**config.mk**
```make
export PLATFORM = sky130hd
export DESIGN_NAME = dbg_bus_bridge_flat
export DESIGN_NICKNAME = d
export VERILOG_FILES = /design/src/rtl/dbg_bus_bridge_if.sv /design/src/rtl/dbg_bus_bridge.sv /design/src/flat_wrapper.sv
export SDC_FILE = /design/constraint.sdc
export NUM_CORES = 1
export LEC_CHECK = 0
export BUFFER_PORTS_ARGS = -buffer_cell sky130_fd_sc_hd__buf_4
export CORE_MARGIN = 2
export CORE_UTILIZATION = 40
export CTS_CLUSTER_DIAMETER = 40
export DETAILED_ROUTE_END_ITERATION = 10
export SETUP_SLACK_MARGIN = 0.02
export SYNTH_ARGS = -nofsm -noshare
export SYNTH_HDL_FRONTEND = slang
export SYNTH_SLANG_ARGS = --single-unit
```
**constraint.sdc**
```tcl
create_clock -name clk -period 4.7 [get_ports clk]
set_input_delay 0.94 -clock clk [delete_from_list [all_inputs] [get_ports clk]]
set_output_delay 0.94 -clock clk [all_outputs]
set_load 0.005 [all_outputs]
```
**src/rtl/dbg_bus_bridge_if.sv**
```systemverilog
// dbg_bus_bridge_if: host byte stream plus peripheral bus signals of the debug bridge.
interface dbg_bus_bridge_if;
    logic [7:0]  i_rx_data;
    logic        i_rx_valid;
    logic        o_rx_ready;
    logic [7:0]  o_tx_data;
    logic        o_tx_valid;
    logic        i_tx_ready;
    logic [31:0] o_addr;
    logic [31:0] o_wdata;
    logic [3:0]  o_wstrb;
    logic        o_wen;
    logic        o_ren;
    logic        i_wready;
    logic [31:0] i_rdata;
    logic        i_rvalid;
    logic        o_busy;

    modport master (
        input  i_rx_data, i_rx_valid, i_tx_ready, i_wready, i_rdata, i_rvalid,
        output o_rx_ready, o_tx_data, o_tx_valid, o_addr, o_wdata, o_wstrb, o_wen, o_ren, o_busy
    );

    modport slave (
        output i_rx_data, i_rx_valid, i_tx_ready, i_wready, i_rdata, i_rvalid,
        input  o_rx_ready, o_tx_data, o_tx_valid, o_addr, o_wdata, o_wstrb, o_wen, o_ren, o_busy
    );
endinterface

```
**src/rtl/dbg_bus_bridge.sv**
```systemverilog
// dbg_bus_bridge: byte-stream command parser issuing single 32-bit bus reads/writes.
// Define DBG_BRIDGE_CKSUM_EN for XOR checksum bytes on command and response frames.
module dbg_bus_bridge #(
    parameter int TIMEOUT = 255
) (
    input logic clk,
    input logic rstn,
    dbg_bus_bridge_if.master bus
);
    typedef enum logic [2:0] {
        IDLE,
        ADDR,
        DATA,
`ifdef DBG_BRIDGE_CKSUM_EN
        CKSUM,
`endif
        BUS_WR,
        BUS_RD,
        RESP
    } state_t;

`ifdef DBG_BRIDGE_CKSUM_EN
    localparam logic [2:0] RL1 = 3'd2;
    localparam logic [2:0] RL4 = 3'd5;
`else
    localparam logic [2:0] RL1 = 3'd1;
    localparam logic [2:0] RL4 = 3'd4;
`endif
    localparam logic [15:0] TO1 = 16'(TIMEOUT - 1);

    state_t      state;
    logic [1:0]  cnt;
    logic        op_wr;
    logic [15:0] tcnt;
    logic [39:0] resp;
    logic [2:0]  left;
`ifdef DBG_BRIDGE_CKSUM_EN
    logic [7:0]  rx_x;
`endif

    logic       rx_fire;
    logic [7:0] d;
    assign rx_fire       = bus.i_rx_valid & bus.o_rx_ready;
    assign d             = bus.i_rx_data;
    assign bus.o_tx_data = resp[39:32];

    // Response buffer is left-aligned; the top byte is the one on the wire.
    function automatic logic [39:0] one(input logic [7:0] c);
`ifdef DBG_BRIDGE_CKSUM_EN
        return {c, c, 24'h0};
`else
        return {c, 32'h0};
`endif
    endfunction

    function automatic logic [39:0] four(input logic [31:0] v);
`ifdef DBG_BRIDGE_CKSUM_EN
        return {v, v[31:24] ^ v[23:16] ^ v[15:8] ^ v[7:0]};
`else
        return {v, 8'h0};
`endif
    endfunction

    always_ff @(posedge clk or negedge rstn) begin
        if (!rstn) begin
            state          <= IDLE;
            cnt            <= '0;
            op_wr          <= 1'b0;
            tcnt           <= '0;
            resp           <= '0;
            left           <= '0;
`ifdef DBG_BRIDGE_CKSUM_EN
            rx_x           <= '0;
`endif
            bus.o_rx_ready <= 1'b1;
            bus.o_tx_valid <= 1'b0;
            bus.o_addr     <= '0;
            bus.o_wdata    <= '0;
            bus.o_wstrb    <= '0;
            bus.o_wen      <= 1'b0;
            bus.o_ren      <= 1'b0;
            bus.o_busy     <= 1'b0;
        end else begin
            case (state)
                IDLE: if (rx_fire) begin
                    bus.o_busy <= 1'b1;
                    cnt        <= '0;
                    op_wr      <= d == 8'h57;
`ifdef DBG_BRIDGE_CKSUM_EN
                    rx_x       <= d;
`endif
                    if (d == 8'h57 || d == 8'h52) begin
                        state <= ADDR;
                    end else begin
                        resp           <= one(8'h3F);
                        left           <= RL1;
                        bus.o_tx_valid <= 1'b1;
                        bus.o_rx_ready <= 1'b0;
                        state          <= RESP;
                    end
                end
                ADDR: if (rx_fire) begin
                    bus.o_addr <= {bus.o_addr[23:0], d};
                    cnt        <= cnt + 2'd1;
`ifdef DBG_BRIDGE_CKSUM_EN
                    rx_x       <= rx_x ^ d;
                    if (cnt == 2'd3) state <= op_wr ? DATA : CKSUM;
`else
                    if (cnt == 2'd3 && op_wr) state <= DATA;
                    if (cnt == 2'd3 && !op_wr) begin
                        bus.o_rx_ready <= 1'b0;
                        bus.o_ren      <= 1'b1;
                        tcnt           <= '0;
                        state          <= BUS_RD;
                    end
`endif
                end
                DATA: if (rx_fire) begin
                    bus.o_wdata <= {bus.o_wdata[23:0], d};
                    cnt         <= cnt + 2'd1;
`ifdef DBG_BRIDGE_CKSUM_EN
                    rx_x        <= rx_x ^ d;
                    if (cnt == 2'd3) state <= CKSUM;
`else
                    if (cnt == 2'd3) begin
                        bus.o_rx_ready <= 1'b0;
                        bus.o_wen      <= 1'b1;
                        bus.o_wstrb    <= 4'hF;
                        tcnt           <= '0;
                        state          <= BUS_WR;
                    end
`endif
                end
`ifdef DBG_BRIDGE_CKSUM_EN
                CKSUM: if (rx_fire) begin
                    bus.o_rx_ready <= 1'b0;
                    tcnt           <= '0;
                    if (d == rx_x) begin
                        bus.o_wen   <= op_wr;
                        bus.o_ren   <= !op_wr;
                        bus.o_wstrb <= {4{op_wr}};
                        state       <= op_wr ? BUS_WR : BUS_RD;
                    end else begin
                        resp           <= one(8'h45);
                        left           <= RL1;
                        bus.o_tx_valid <= 1'b1;
                        state          <= RESP;
                    end
                end
`endif
                // Handshake takes priority over a coincident timeout.
                BUS_WR: if (bus.i_wready || tcnt == TO1) begin
                    bus.o_wen      <= 1'b0;
                    bus.o_wstrb    <= '0;
                    resp           <= one(bus.i_wready ? 8'h4B : 8'h54);
                    left           <= RL1;
                    bus.o_tx_valid <= 1'b1;
                    state          <= RESP;
                end else begin
                    tcnt <= tcnt + 16'd1;
                end
                BUS_RD: if (bus.i_rvalid || tcnt == TO1) begin
                    bus.o_ren      <= 1'b0;
                    resp           <= bus.i_rvalid ? four(bus.i_rdata) : one(8'h54);
                    left           <= bus.i_rvalid ? RL4 : RL1;
                    bus.o_tx_valid <= 1'b1;
                    state          <= RESP;
                end else begin
                    tcnt <= tcnt + 16'd1;
                end
                RESP: if (bus.i_tx_ready) begin
                    if (left == 3'd1) begin
                        bus.o_tx_valid <= 1'b0;
                        bus.o_rx_ready <= 1'b1;
                        bus.o_busy     <= 1'b0;
                        state          <= IDLE;
                    end else begin
                        resp <= {resp[31:0], 8'h0};
                        left <= left - 3'd1;
                    end
                end
                default: state <= IDLE;
            endcase
        end
    end
endmodule

```
**src/flat_wrapper.sv**
```systemverilog
// flat-port wrapper written by rule: the top's interface ports become plain ports
module dbg_bus_bridge_flat 
#(
    parameter int TIMEOUT = 255
)
  (clk, rstn, bus_i_rx_data, bus_i_rx_valid, bus_i_tx_ready, bus_i_wready, bus_i_rdata, bus_i_rvalid, bus_o_rx_ready, bus_o_tx_data, bus_o_tx_valid, bus_o_addr, bus_o_wdata, bus_o_wstrb, bus_o_wen, bus_o_ren, bus_o_busy);
  dbg_bus_bridge_if bus_i ();
  input logic clk;
  input logic rstn;
  input wire logic [$bits(bus_i.i_rx_data)-1:0] bus_i_rx_data;
  input wire logic [$bits(bus_i.i_rx_valid)-1:0] bus_i_rx_valid;
  input wire logic [$bits(bus_i.i_tx_ready)-1:0] bus_i_tx_ready;
  input wire logic [$bits(bus_i.i_wready)-1:0] bus_i_wready;
  input wire logic [$bits(bus_i.i_rdata)-1:0] bus_i_rdata;
  input wire logic [$bits(bus_i.i_rvalid)-1:0] bus_i_rvalid;
  output wire logic [$bits(bus_i.o_rx_ready)-1:0] bus_o_rx_ready;
  output wire logic [$bits(bus_i.o_tx_data)-1:0] bus_o_tx_data;
  output wire logic [$bits(bus_i.o_tx_valid)-1:0] bus_o_tx_valid;
  output wire logic [$bits(bus_i.o_addr)-1:0] bus_o_addr;
  output wire logic [$bits(bus_i.o_wdata)-1:0] bus_o_wdata;
  output wire logic [$bits(bus_i.o_wstrb)-1:0] bus_o_wstrb;
  output wire logic [$bits(bus_i.o_wen)-1:0] bus_o_wen;
  output wire logic [$bits(bus_i.o_ren)-1:0] bus_o_ren;
  output wire logic [$bits(bus_i.o_busy)-1:0] bus_o_busy;
  assign bus_i.i_rx_data = bus_i_rx_data;
  assign bus_i.i_rx_valid = bus_i_rx_valid;
  assign bus_i.i_tx_ready = bus_i_tx_ready;
  assign bus_i.i_wready = bus_i_wready;
  assign bus_i.i_rdata = bus_i_rdata;
  assign bus_i.i_rvalid = bus_i_rvalid;
  assign bus_o_rx_ready = bus_i.o_rx_ready;
  assign bus_o_tx_data = bus_i.o_tx_data;
  assign bus_o_tx_valid = bus_i.o_tx_valid;
  assign bus_o_addr = bus_i.o_addr;
  assign bus_o_wdata = bus_i.o_wdata;
  assign bus_o_wstrb = bus_i.o_wstrb;
  assign bus_o_wen = bus_i.o_wen;
  assign bus_o_ren = bus_i.o_ren;
  assign bus_o_busy = bus_i.o_busy;
  dbg_bus_bridge #(.TIMEOUT(TIMEOUT)) u_core (.clk(clk), .rstn(rstn), .bus(bus_i));
endmodule
```
==> impl_metrics.csv <==
group,metric,value,unit
sta,fin_worst_skew,4.54,ps
clock_tree,h-tree-depth,4,
critical_path,path_class,"reg -> reg",
sta,finalHoldViolations,0,
logic_synthesis,ys_warn_count,0,
logic_synthesis,synth.avg_cell_area,12.1,sq um
critical_path,timing.critical_path.arrival,3490,ps
die,x_dimension_of_the_die,125,um
route,route.vias.total,4326,
clock_tree,cts-hold-fix-buffers,0,
logic_synthesis,postSynthNetCount,531,
route,detail_route.wirelength,13400,um
clock_tree,clk_latency,410,ps
route,number_of_optimization_iterations_in_the_first_detailed_route_pass,4,
logic_synthesis,total_standard_cell_area_after_synthesis,5820,sq um
sta,layout_min_cycle_time,3200,ps
critical_path,endpoint_kind,"flop",
die,fp.dieH,125,um
layout,multiInputGateArea,2430,sq um
run,maxCapViolations,0,
clock_tree,tritoncts_clock_tree,"yes",
pwr,report.power.total,2.42,mW
layout,fill_cells,1320,
sta,period_share,68.1,%
placement,finalWeightedCongestion,0.838,
clock_tree,clock_sinks,126,
global_routing,grt_first_pass_wirelength,22300,um
logic_synthesis,synthesis.instances,480,
sta,worst_slack,1500,ps
logic_synthesis,synth_edf_count,0,
die,initial_utilization,40.5,%
layout,final_cells,789,
pwr,max-vdd-ir-drop,0.245,mV
clock_tree,cts.path.max_buffers,2,
layout,fraction_of_final_layout_cells_sized_beyond_drive_strength_1,38.8,%
outcome,run_status,"finished, final reports clean",
route,detail-route-antenna-nets,0,
logic_synthesis,synth.area.mux_share,17.6,%
logic_synthesis,synth_sequential_area_ratio,54.2,%
placement,numPlacedInstances,757,
logic_synthesis,synth_most_common_cell,"dfrtp_1",
logic_synthesis,synth.top_cell.area_share,53.7,%
layout,seq_cell_area,3150,sq um
sta,max_slew.worst_pin.slew,1160,ps
layout,fin_nets,643,
logic_synthesis,yosysUniqueCellTypes,56,
logic_synthesis,synth_top_cells_by_count,"dfrtp_1 (125), mux2_2 (65), o21ai_0 (36)",
logic_synthesis,largest_family_of_logic_cells_by_synthesized_area,"multiplexers",
route,first_iter_violations,250,
critical_path,path_max_fanout,26,
sta,finalSetupViolCount,0,
placement,placement.setup.worst_slack,1390,ps
global_routing,grt_antenna_before_repair,0,
logic_synthesis,synth_compound_area_share,14.1,%
logic_synthesis,postSynth.topFlopCell,"dfrtp_1",
layout,antennaDiodeCount,0,
sta,slew_violations,0,
logic_synthesis,yosysTopAreaCell,"dfrtp_1",
global_routing,grt_pass1_vias,4335,
pwr,leakagePower,3.62,nW
sta,hold_slack,488,ps
clock_tree,cts-buffers-inserted,17,
die,floorplan.core_area,14400,sq um
logic_synthesis,synth_simple_gate_area_share,8.75,%
clock_tree,post_cts_resize_count,0,
logic_synthesis,synth-xor-area-share,0.150,%
hold_path,worst_hold_path_type,"reg -> reg",
placement,post-dp-hpwl,9310,um
sta,finalSetupTns,0,ps
sta,slew-limit-headroom,22.4,%
layout,syn_to_final_growth,27.3,%
route,route.detailed.drc,0,
logic_synthesis,synthArstFlopShare,100,%
die,io_pins,127,
clock_tree,cts.repair_timing.setup_buffer_count,0,
clock_tree,clk_pin_slew_worst_setup_hold_paths,50,ps
global_routing,globalRouteTotalUtil,18.0,%
sta,unrepaired_setup_endpoints_after_global_routing,"false",
route,wire_per_inst,16.9,um
global_routing,maximum_number_of_pins_on_one_net_before_global_route_repair,74,
sta,achievable-frequency,0.312,GHz
logic_synthesis,post_synthesis_adder_cell_area_fraction,1.07,%
pwr,cellPowerDensity,326,nW/um^2
placement,place.port_buffers,126,
global_routing,globalRoute.totalOverflow,0,
die,dieArea,15500,sq um
clock_tree,cts_root_buf,"clkbuf_16",
logic_synthesis,yosys_register_bits,126,
critical_path,cp.required,4990,ps
route,via_to_cell_ratio,5.48,
die,rows,44,
critical_path,setup.worst_path.start_class,"flop",
logic_synthesis,synth.top_cells.by_area,"dfrtp_1 (54%), mux2_2 (13%), mux2_1 (4.8%)",
cells in the final DEF (no fill, tap or decap), types with 7 or more instances in the layout:
cell type,instances
mux2_2,65
buf_4,131
nor2_1,25
o31ai_1,7
mux2_1,25
o21ai_0,36
a21oi_1,13
a22o_1,26
dfrtp_1,125
inv_1,8
clkbuf_16,17
nand2_1,17
nand3_1,13
nand4_1,7
cell families after synthesis:
logic type | Yosys count
xor gates and xnor gates | 1
DFF | 126
AOI/OAI and AO/OA | 117
adders and majority gates | 5
buffers and inverters | 47
and+or+nand+nor | 93
muxes | 91
through the flow:
| step | util, % | area (sq um) |
|---|---|---|
| 3_5_place_dp | 47.5 | 6830 |
| 2_1_floorplan | - | 5820 |
| 4_1_cts | 51.6 | 7410 |
| 3_3_place_gp | 47.5 | 6830 |
| 5_1_grt | 51.6 | 7410 |
| 6_report | 51.6 | 7410 |
flip-flops by register name, indices dropped and copies added (netlist names):
signal / flops
u_core.bus.o_rx_ready: 1
u_core.resp: 32
u_core.cnt: 2
u_core.bus.o_busy: 1
u_core.bus.o_wstrb: 1
u_core.op_wr: 1
u_core.bus.o_tx_valid: 1
u_core.left: 3
u_core.bus.o_ren: 1
u_core.bus.o_wdata: 32
u_core.bus.o_addr: 32
u_core.state: 3
u_core.tcnt: 16
report_power, final:
| part | internal (mW) | total, mW | switching (mW) |
|---|---|---|---|
| Sequential | 1.09 | 1.09 | 0.000247 |
| Combinational | 0.0270 | 0.0600 | 0.0330 |
| Clock | 0.803 | 1.27 | 0.468 |
final cells by class:
class                      instances  share of cell area [%]
tap                              184                    3.11
timing repair buffer             131                    13.3
sequential                       126                    42.6
clock buffer                      21                    6.22
clock inverter                    11                    1.57
inverter                           9                   0.456
multi-input combinational        307                    32.8
final timing paths:
check,from,end,slack [ps],cells past startpoint
max in group asynchronous,rstn,u_core.resp[39],3090,2
setup reg to reg,u_core.state[0],u_core.resp[25],1500,6
min in group asynchronous,rstn,u_core.bus.o_wdata[31],660,1
hold reg to reg,u_core.tcnt[15],u_core.tcnt[15],490,1
setup / recovery,u_core.state[0],u_core.resp[25],1500,6
hold / removal,u_core.tcnt[15],u_core.tcnt[15],490,1
metal layers:
metal  part of all wire (%)  track usage [%]
met5                      0                0
met4                    1.5             6.94
met3                    8.2             7.39
met2                     47             27.2
met1                     43             23.2
worst max-delay path: stages, from the launching register on:
cell and delay, ps:
dfrtp_1 740, clkinv_1 440, nor3_2 410, o221ai_1 350, o221ai_2 450, a21oi_4 230, mux2_1 440
Note: power is estimated with default switching activity, not from simulation.
